### src/rtl/dmem_master.sv
// rtl/dmem_master.sv - byte-addressed load/store initiator for a word-addressed data memory
//
// Purpose: accepts byte/half/word load and store requests over a valid/ready
// handshake and turns them into single-cycle read/write strobes toward a
// 32-bit word memory. Sub-word loads are lane-extracted and sign/zero
// extended; sub-word stores are done as read-modify-write. Misaligned,
// illegal-size and out-of-range requests complete with resp_err and no strobe.
//
// Ports:
//   clk, rst_n                        clock, asynchronous active-low reset
//   req_valid/req_ready               request handshake (ready only in IDLE)
//   req_write, req_size, req_signed   store/load, 00 byte 01 half 10 word, sign-extend
//   req_addr, req_wdata               byte address, right-aligned store data
//   resp_valid, resp_rdata, resp_err  one-cycle completion, load data, error flag
//   mem_address                       word index (req_addr >> 2)
//   mem_dataIn, mem_dataOut           write word / read word
//   mem_readmode, mem_writemode       single-cycle read / write strobes
module dmem_master #(
  parameter int unsigned MEM_WORDS = 10000
) (
  input  logic        clk,
  input  logic        rst_n,
  input  logic        req_valid,
  output logic        req_ready,
  input  logic        req_write,
  input  logic [1:0]  req_size,
  input  logic        req_signed,
  input  logic [31:0] req_addr,
  input  logic [31:0] req_wdata,
  output logic        resp_valid,
  output logic [31:0] resp_rdata,
  output logic        resp_err,
  output logic [31:0] mem_address,
  output logic [31:0] mem_dataIn,
  output logic        mem_readmode,
  output logic        mem_writemode,
  input  logic [31:0] mem_dataOut
);

  typedef enum logic [2:0] {S_IDLE, S_RD, S_RCAP, S_WR, S_WREL, S_RESP} state_t;

  state_t      state_q;
  logic        write_q;
  logic [1:0]  size_q;
  logic        signed_q;
  logic [1:0]  lane_q;
  logic [15:0] wdata_q;    // only the low half is ever merged into a word
  logic [31:0] result_q;
  logic        err_q;

  logic        req_err_d;
  logic [7:0]  byte_d;
  logic [15:0] half_d;
  logic [31:0] load_d;
  logic [31:0] merge_d;

  assign req_ready = (state_q == S_IDLE);

  // Request legality, evaluated on the live request fields at acceptance.
  always_comb begin
    req_err_d = 1'b0;
    case (req_size)
      2'b00:   req_err_d = 1'b0;
      2'b01:   req_err_d = req_addr[0];
      2'b10:   req_err_d = |req_addr[1:0];
      default: req_err_d = 1'b1;
    endcase
    if ({2'b00, req_addr[31:2]} >= MEM_WORDS) req_err_d = 1'b1;
  end

  // Lane extraction and read-modify-write merge on the word read in RCAP.
  always_comb begin
    byte_d  = 8'h00;
    half_d  = lane_q[1] ? mem_dataOut[31:16] : mem_dataOut[15:0];
    merge_d = mem_dataOut;
    case (lane_q)
      2'd0: begin byte_d = mem_dataOut[7:0];   merge_d[7:0]   = wdata_q[7:0]; end
      2'd1: begin byte_d = mem_dataOut[15:8];  merge_d[15:8]  = wdata_q[7:0]; end
      2'd2: begin byte_d = mem_dataOut[23:16]; merge_d[23:16] = wdata_q[7:0]; end
      default: begin byte_d = mem_dataOut[31:24]; merge_d[31:24] = wdata_q[7:0]; end
    endcase
    case (size_q)
      2'b00: load_d = {{24{signed_q & byte_d[7]}}, byte_d};
      2'b01: begin
        load_d = {{16{signed_q & half_d[15]}}, half_d};
        merge_d = mem_dataOut;
        if (lane_q[1]) merge_d[31:16] = wdata_q;
        else           merge_d[15:0]  = wdata_q;
      end
      default: load_d = mem_dataOut;
    endcase
  end

  always_ff @(posedge clk or negedge rst_n) begin
    if (!rst_n) begin
      state_q       <= S_IDLE;
      write_q       <= 1'b0;
      size_q        <= 2'b00;
      signed_q      <= 1'b0;
      lane_q        <= 2'b00;
      wdata_q       <= 16'h0000;
      result_q      <= 32'h0;
      err_q         <= 1'b0;
      mem_address   <= 32'h0;
      mem_dataIn    <= 32'h0;
      mem_readmode  <= 1'b0;
      mem_writemode <= 1'b0;
      resp_valid    <= 1'b0;
      resp_rdata    <= 32'h0;
      resp_err      <= 1'b0;
    end else begin
      resp_valid <= 1'b0;
      case (state_q)
        S_IDLE: begin
          if (req_valid) begin
            write_q     <= req_write;
            size_q      <= req_size;
            signed_q    <= req_signed;
            lane_q      <= req_addr[1:0];
            wdata_q     <= req_wdata[15:0];
            mem_address <= {2'b00, req_addr[31:2]};
            result_q    <= 32'h0;
            err_q       <= req_err_d;
            if (req_err_d) begin
              state_q <= S_RESP;
            end else if (req_write && req_size == 2'b10) begin
              // Word store needs no read: data is loaded a cycle ahead of the strobe.
              mem_dataIn <= req_wdata;
              state_q    <= S_WR;
            end else begin
              state_q <= S_RD;
            end
          end
        end
        S_RD: begin
          mem_readmode <= 1'b1;
          state_q      <= S_RCAP;
        end
        S_RCAP: begin
          mem_readmode <= 1'b0;
          if (write_q) begin
            mem_dataIn <= merge_d;
            state_q    <= S_WR;
          end else begin
            result_q <= load_d;
            state_q  <= S_RESP;
          end
        end
        S_WR: begin
          mem_writemode <= 1'b1;
          state_q       <= S_WREL;
        end
        S_WREL: begin
          mem_writemode <= 1'b0;
          state_q       <= S_RESP;
        end
        S_RESP: begin
          resp_valid <= 1'b1;
          resp_rdata <= result_q;
          resp_err   <= err_q;
          state_q    <= S_IDLE;
        end
        default: state_q <= S_IDLE;
      endcase
    end
  end

endmodule

### config.mk
export PLATFORM = sky130hd
export DESIGN_NAME = dmem_master
export DESIGN_NICKNAME = d
export VERILOG_FILES = /design/src/rtl/dmem_master.sv
export SDC_FILE = /design/constraint.sdc
export NUM_CORES = 1
export LEC_CHECK = 0
export CAP_MARGIN = 0
export CORE_ASPECT_RATIO = 0.8
export CORE_MARGIN = 4
export CORE_UTILIZATION = 32
export CTS_BUF_LIST = sky130_fd_sc_hd__clkbuf_16
export CTS_CLUSTER_SIZE = 28
export DETAILED_ROUTE_END_ITERATION = 6
export DONT_BUFFER_PORTS = 1
export PLACE_DENSITY_LB_ADDON = 0.3
export SYNTH_ARGS = -nofsm -noshare
export SYNTH_HDL_FRONTEND = slang
export SYNTH_SLANG_ARGS = --single-unit
export TNS_END_PERCENT = 30
### constraint.sdc
create_clock -name clk -period 3.23 [get_ports clk]
set_input_delay 0.323 -clock clk [delete_from_list [all_inputs] [get_ports clk]]
set_output_delay 0.323 -clock clk [all_outputs]
set_load 0.1 [all_outputs]
==> Word level (Yosys, flattened, before mapping) <==
Index checks and enable logic that the tools add are counted.
{ "word_totals": {"reg_bits": 156, "latchBits": 0, "ram_bits": 0, "mem_bits_ro": 0, "in_bits": 103, "out_inout_bits": 101, "word_cells": 74, "n_memories": 0} }
{ "classes": {"add_sub_neg": 0, "n_mul": 0, "n_div": 0, "n_lt_le_gt_ge": 1, "eq_ne": 15, "shift": 0, "muxes": 28, "bitwise_logic": 2, "n_reduce_logical": 13} }
{ "op_table": {"columns": ["op", "n"], "rows": [
  ["2-to-1 mux 32 bit", 7],
  ["one-hot mux 32 bit (2 select lines)", 3],
  ["2-to-1 mux 16 bit", 3],
  ["2-to-1 mux 8 bit", 4],
  ["greater-or-equal comparator 30 x 14 -> 1 bit (second input constant)", 1],
  ["one-hot mux 8 bit (3 select lines)", 1],
  ["one-hot mux 3 bit (5 select lines)", 1],
  ["2-to-1 mux 3 bit", 3],
  ["inequality test 2 bit (second input constant)", 4],
  ["== test 2 x 1 -> 1 bit (second input constant)", 3],
  ["== test 3 x 2 -> 1 bit (second input constant)", 2],
  ["== test 3 bit (second input constant)", 2],
  ["logical NOT 2 bit", 3],
  ["nonzero test 2 bit", 3],
  ["AND reduction 5 bit", 1],
  ["== test 2 bit (second input constant)", 2],
  ["one-hot mux 1 bit (2 select lines)", 2],
  ["== test 3 x 1 -> 1 bit (second input constant)", 1],
  ["logical NOT 3 bit", 1],
  ["one-hot mux 1 bit (3 select lines)", 1],
  ["AND reduction 3 bit", 1],
  ["OR reduction 3 bit", 1],
  ["bitwise AND 1 bit", 2],
  ["2-to-1 mux 1 bit", 2],
  ["other kinds (5)", 5]
]} }

==> Longest topological paths before layout <==
Gate-level depths: netlist of the first run.
{ "logic_depth": {"depth_word": 6, "depth_mapped": 8, "depth_no_buf": 5} }

==> Worst setup path after synthesis of the first run <==
OpenSTA, ideal clock, no wires.
{ "synth_timing": {"kind": "reg2reg", "startpoint": "register state_q[1]", "endpoint": "register mem_address[29]", "setup_ps": 120, "arrival_time_ps": 3489, "required_ps": 3110, "slack_ps": -378, "stages_incl_launch_ff": 8, "path_buffers": 3, "synth_period_minus_slack_ps": 3608, "cell_sequence": "dfrtp_1 > buf_2 > nor3_1 > nand2_1 > clkbuf_1 > buf_1 > nand2_1 > nand2_1"} }
{ "synth_via": {"elab_chain_len": 2} }
{ "synth_rtl": {"columns": ["item", "line_no", "source"], "rows": [
  ["start, declared", "42", "state_t state_q;"],
  ["start signal, assigned", "96", "state_q <= S_IDLE;"],
  ["start signal, assigned", "125", "state_q <= S_RESP;"],
  ["start signal, assigned", "129", "state_q <= S_WR;"],
  ["logical NOT 3 bit", null, null],
  ["net req_ready", "24", "output logic req_ready,"],
  ["AND reduction 2 bit (no line)", null, null],
  ["end signal, assigned", "121", "mem_address <= {2'b00, req_addr[31:2]};"],
  ["end, declared", "33", "output logic [31:0] mem_address,"]
]} }
The timed path passes the listed nets, and every way through them passes these cells.
A chain may end at the register's enable or synchronous reset.

==> Final worst setup path of the first run <==
{ "layout_timing": {"startpoint": "register state_q[1]", "endpoint": "register result_q[29]"} }
{ "layout_via": {"elab_chain_len": 3} }
{ "layout_rtl": {"columns": ["item", "line_no", "source"], "rows": [
  ["== test 3 x 2 -> 1 bit / logical NOT 3 bit (equally long branches)", "113", "case (state_q)"],
  ["inequality test 2 bit (no line) / nonzero test 2 bit (equally long branches)", null, null],
  ["AND reduction 3 bit (no line)", null, null],
  ["end signal, assigned", "145", "result_q <= load_d;"],
  ["end, declared", "48", "logic [31:0] result_q;"]
]} }
Parallel ways exist; a longest one is shown, timed or not.

==> results.sh, run 1 <==
export IMPL_status="complete, but fails checks"
export IMPL_violations="negative hold slack"
export IMPL_antenna_cells=0
export IMPL_holdWs_ns=-0.409
export IMPL_hold_class="primary input to asynchronous set/reset pin"
export IMPL_setup_viol=0
export IMPL_initial_core_util=0.326
export IMPL_overflow=0
export IMPL_fmax_mhz=373
export IMPL_grt_util_all_layers=0.177
export IMPL_synthDistinctLibCells=41
export IMPL_synth_ff_type="dfrtp_1"
export IMPL_hold_buffers=43
export IMPL_start_kind="flip-flop"
export IMPL_muxShareOfSynthArea=0.106
export IMPL_rsz0062_at_grt="false"
export IMPL_cts_root_buf="clkbuf_16"
export IMPL_period_needed_ns=2.68
export IMPL_yosysMostFrequentCell="nand2_1"
export IMPL_critPathMaxFanout=16
export IMPL_grt_max_degree=157
export IMPL_synth_xor_area_frac=0
export IMPL_synth_seq_area_share=0.532
export IMPL_drt_first_pass_iters=5
export IMPL_drive_gt1_frac=0.0921
export IMPL_nets=905
export IMPL_critPathCaptureType="flip-flop"
export IMPL_synth_compound_area_frac=0.122
export IMPL_routedWlPerCell_um=20.0
export IMPL_yosys_warnings=0
export IMPL_cts_tree="built"
export IMPL_coreArea_um2=22500
export IMPL_syn_area_um2=7340
export IMPL_antenna_found_initial=0
export IMPL_tightest_slew_ns=1.22
export IMPL_first_iter_violations=480
export IMPL_num_io_pins=204
export IMPL_row_count=49
export IMPL_place_hpwl_mm=15.9
export IMPL_cts_setup_buffers=0
export IMPL_netlist_area_leader_share=0.532
export IMPL_drc=0
export IMPL_synth_simple_area_share=0.195
export IMPL_port_buffers=0
export IMPL_wl_mm=22.4
export IMPL_slew_headroom=0.181
export IMPL_ant_nets=0
export IMPL_synth_edff_count=0
export IMPL_fin_crit_sh=0.830
export IMPL_synth_top_family_by_area="simple AND/OR/NAND/NOR gates"
export IMPL_syn_inst=780
export IMPL_slew_violations=0
export IMPL_grt_pass1_vias=5737
export IMPL_synthArstFlopShare=1.00
export IMPL_num_fill_cells=2253
export IMPL_cts_resized_gates=0
export IMPL_die_w_um=177
export IMPL_area_delta_synth_final_pct=16.5
export IMPL_crit_required_ns=3.58
export IMPL_maxCapViolCount=0
export IMPL_synth_common_cells="297 x nand2_1, 156 x dfrtp_1, 36 x clkbuf_1, 36 x mux2i_1, 27 x o21ai_1"
export IMPL_cts_made_buffers=17
export IMPL_synth_top_area_cell="dfrtp_1"
export IMPL_clockBufferDepth=2
export IMPL_yosys_area_share_adder=0
export IMPL_vias=5691
export IMPL_ys_ff_latch=156
export IMPL_die_h_um=143
export IMPL_setup_worst_path_class="flip-flop to flip-flop"
export IMPL_viasPerCell=5.08
export IMPL_design_die_area_um2=25400
export IMPL_place_congestion=0.836
export IMPL_grt_first_pass_wirelength_mm=34.4
export IMPL_synth_avg_cell_area_um2=9.41
export IMPL_clk_latency_ns=0.43
export IMPL_final_hold_violation_count=156
export IMPL_clk_pin_slew_ns=0.06
export IMPL_synth_area_top_cells="dfrtp_1 53%, nand2_1 15%, mux2i_1 4.9%"
export IMPL_fin_tns_setup_ns=0
export IMPL_clock_sinks=156
export IMPL_cts_htree_levels=4
export IMPL_clock_skew_ns=0.0111
export IMPL_arrival_ns=3.04
==> worst paths after layout <==
path | depth (start not counted) | endpoint | slack (ns) | start
setup / recovery | 5 | result_q[29]$_DFFE_PN0P_ | 0.55 | state_q[1]$_DFFE_PN0P_
hold / removal | 0 | mem_dataIn[18]$_DFFE_PN0P_ | -0.41 | rst_n
setup reg to reg | 5 | result_q[29]$_DFFE_PN0P_ | 0.55 | state_q[1]$_DFFE_PN0P_
hold reg to reg | 2 | resp_err$_DFFE_PN0P_ | 0.47 | err_q$_DFFE_PN0P_
max in group asynchronous | 0 | mem_address[22]$_DFFE_PN0P_ | 3.33 | rst_n
min in group clk | 2 | wdata_q[0]$_DFFE_PN0P_ | 0.01 | req_wdata[0]
==> layer usage <==
layer / vias to the layer above / global-route usage / share of wire
li1: 2663 / - / -
met1: 2752 / 0.243 / 0.44
met2: 251 / 0.261 / 0.43
met3: 25 / 0.0739 / 0.11
met4: 0 / 0.0443 / 0.013
met5: - / 0 / 0
==> critical path, cell delays in order (launching register included) <==
cell	delay, ns
dfrtp_1	0.57
and2b_1	0.28
nand2_2	0.07
or2_1	0.39
nor2_1	0.99
a221o_1	0.29
==> cells in the final DEF, fill, tap and decap left out, types with 3 or more instances in the layout <==
cell,Yosys,layout
inv_1,22,24
mux2_1,3,3
nor4_1,3,3
o21ai_0,26,26
mux2i_1,36,36
a221oi_1,16,16
o21ai_1,27,27
or4_1,3,3
nand2b_1,11,11
clkbuf_16,0,17
a221o_1,17,17
mux2_4,24,24
dlygate4sd3_1,0,43
nor2_1,15,15
o2bb2ai_1,9,9
nor3_1,5,4
buf_4,3,11
a21o_1,10,10
dfrtp_1,156,156
clkinvlp_4,0,3
a21oi_1,17,17
nand2_1,297,295
clkinv_2,0,5
inv_2,3,3
nand3_1,9,9
==> cells by family after synthesis <==
kind of cell / count (synthesis)
AO/OA/AOI/OAI: 130
buffers and inverters: 77
flip-flops: 156
multiplexers: 64
other: 1
AND/OR/NAND/NOR: 352
==> flip-flops by register name (all words and copies together) (netlist names), 2 cells and up <==
| signal | count |
|---|---|
| wdata_q | 16 |
| resp_rdata | 32 |
| size_q | 2 |
| mem_dataIn | 32 |
| mem_address | 30 |
| lane_q | 2 |
| result_q | 32 |
| state_q | 3 |
==> through the flow <==
stage,setup slack (ns),std cells,hold WS (ns),area (um2),utilization
2_1_floorplan,0.551,781,0.0274,7350,-
3_3_place_gp,0.734,1046,0.0326,7590,0.337
3_5_place_dp,0.677,1046,0.0325,7590,0.337
4_1_cts,0.661,1120,-0.427,8550,0.380
5_1_grt,0.461,1120,-0.429,8550,0.380
6_report,0.549,1120,-0.409,8550,0.380
==> area by class of cell <==
class | count | area, um2 | share of cell area
flip-flops and latches | 156 | 3900 | 0.456
multi-input cells | 548 | 3130 | 0.366
repair buffers | 54 | 513 | 0.0600
clock buffers | 17 | 425 | 0.0497
well taps | 306 | 383 | 0.0448
clock inverters | 14 | 106 | 0.0124
inverters | 25 | 93.8 | 0.0110
Power of run 1 is left out: the tool's default activity adds up to more than one toggle a clock period on the data nets, which glitch-free logic cannot reach.
==> run 2: changes to the inputs <==
==> constraint.sdc (replaced) <==
create_clock -name clk -period 2.8 [get_ports clk]
set_input_delay 0.28 -clock clk [delete_from_list [all_inputs] [get_ports clk]]
set_output_delay 0.28 -clock clk [all_outputs]
set_load 0.1 [all_outputs]
==> run 2 against run 1 <==
The run still ends with negative hold slack left. Critical path type unchanged. Non-clock buffer count up 25. Utilization up 1.4 points. Critical path depth unchanged. Final cell count up 2.3%. Highest routed layer unchanged.
==> results.sh, run 2 (same netlist as run 1, synthesis figures left out) <==
export IMPL_port_buffers=0
export IMPL_startpoint="state_q[0]$_DFFE_PN0P_"
export IMPL_vias=5857
export IMPL_dpl_cell_area_um2=7600
export IMPL_fin_crit_sh=0.868
export IMPL_design_die_area_um2=25400
export IMPL_area_delta_synth_final_pct=20.9
export IMPL_ant_nets=0
export IMPL_fmax_mhz=411
export IMPL_overflow=0
export IMPL_stdcell_area_um2=8880
export IMPL_final_hold_violation_count=156
export IMPL_cts_tree="built"
export IMPL_num_fill_cells=2218
export IMPL_cts_resized_gates=0
export IMPL_cts_setup_buffers=0
export IMPL_viasPerCell=5.11
export IMPL_antenna_found_initial=0
export IMPL_crit_required_ns=3.11
export IMPL_setup_viol=0
export IMPL_grt_max_degree=157
export IMPL_hold_class="primary input to asynchronous set/reset pin"
export IMPL_tightest_slew_ns=1.16
export IMPL_initial_core_util=0.326
export IMPL_fin_util=0.395
export IMPL_start_kind="flip-flop"
export IMPL_grt_first_pass_wirelength_mm=34.9
export IMPL_slew_violations=0
export IMPL_routedWlPerCell_um=20.0
export IMPL_antenna_cells=0
export IMPL_drc=0
export IMPL_first_iter_violations=519
export IMPL_clk_latency_ns=0.43
export IMPL_cts_root_buf="clkbuf_16"
export IMPL_critPathCaptureType="flip-flop"
export IMPL_cts_made_buffers=17
export IMPL_die_w_um=177
export IMPL_coreArea_um2=22500
export IMPL_reg2reg_from="state_q[0]$_DFFE_PN0P_"
export IMPL_hold_buffers=67
export IMPL_arrival_ns=2.74
export IMPL_row_count=49
export IMPL_holdWs_ns=-0.458
export IMPL_clockBufferDepth=2
export IMPL_place_hpwl_mm=16.0
export IMPL_area_sequential_um2=3900
export IMPL_num_io_pins=204
export IMPL_status="complete, but fails checks"
export IMPL_nets=930
export IMPL_maxCapViolCount=0
export IMPL_cts_htree_levels=4
export IMPL_period_needed_ns=2.43
export IMPL_wl_mm=22.9
export IMPL_rsz0062_at_grt="false"
export IMPL_fin_tns_setup_ns=0
export IMPL_grt_pass1_vias=5821
export IMPL_clk_pin_slew_ns=0.07
export IMPL_critPathMaxFanout=32
export IMPL_slew_headroom=0.225
export IMPL_drt_first_pass_iters=5
export IMPL_grt_util_all_layers=0.179
export IMPL_die_h_um=143
export IMPL_violations="negative hold slack"
export IMPL_multiInputGateArea_um2=3130
export IMPL_drive_gt1_frac=0.0952
export IMPL_final_common_cell="nand2_1"
export IMPL_final_cell_mix="295 x nand2_1, 156 x dfrtp_1, 67 x dlygate4sd3_1, 36 x mux2i_1, 27 x o21ai_1"
export IMPL_reg_top3="mem_dataIn: 32 flops, resp_rdata: 32 flops, result_q: 32 flops"
export IMPL_clock_skew_ns=0.0110
export IMPL_place_congestion=0.856
export IMPL_clock_sinks=156
export IMPL_setup_worst_path_class="flip-flop to flip-flop"
-- run 2: cell count changes in the layout (fill, tap and decap cells not counted), moves of 2 or more --
| cell | delta |
|---|---|
| dlygate4sd3_1 | +24 |
| clkinv_2 | -5 |
| clkinv_4 | +4 |
| inv_6 | +3 |
| inv_1 | -2 |
-- run 2: cell type report --
cell class / count / share of cell area
flip-flops and latches: 156 / 0.440
multi-input cells: 548 / 0.353
repair buffers: 79 / 0.0857
clock buffers: 17 / 0.0479
well taps: 306 / 0.0431
clock inverters: 15 / 0.0204
inverters: 25 / 0.0106
-- run 2: final timing paths --
check	end	slack, ns	cells after the start
max in group asynchronous	mem_address[22]$_DFFE_PN0P_	2.84	0
hold reg to reg	resp_rdata[30]$_DFFE_PN0P_	0.47	2
setup reg to reg	mem_dataIn[22]$_DFFE_PN0P_	0.37	5
hold / removal	mem_dataIn[24]$_DFFE_PN0P_	-0.46	0
setup / recovery	mem_dataIn[22]$_DFFE_PN0P_	0.37	5
min in group clk	signed_q$_DFFE_PN0P_	0.03	2
-- run 2: per-stage QoR --
stage	setup WS [ns]	instances
floorplan	0.121	781
global placement	0.393	1047
detailed placement	0.384	1047
CTS	0.373	1146
global route	0.167	1146
finish	0.369	1146
-- run 2: layer usage --
layer / global-route usage / share of wire / wire length [um]
met4: 0.0374 / 0.0078 / 179
met5: 0 / 0 / 0
met2: 0.266 / 0.44 / 9990
met1: 0.254 / 0.45 / 10300
met3: 0.0650 / 0.11 / 2430
-- run 2: worst max-delay path, cell delays in order, from the launching register on --
cell      delay, ns
dfrtp_1        0.50
nor4b_4        0.33
nand4b_1       0.11
or3_1          0.31
o21a_2         0.55
mux2_4         0.45
Power of run 2 is left out for the same reason.
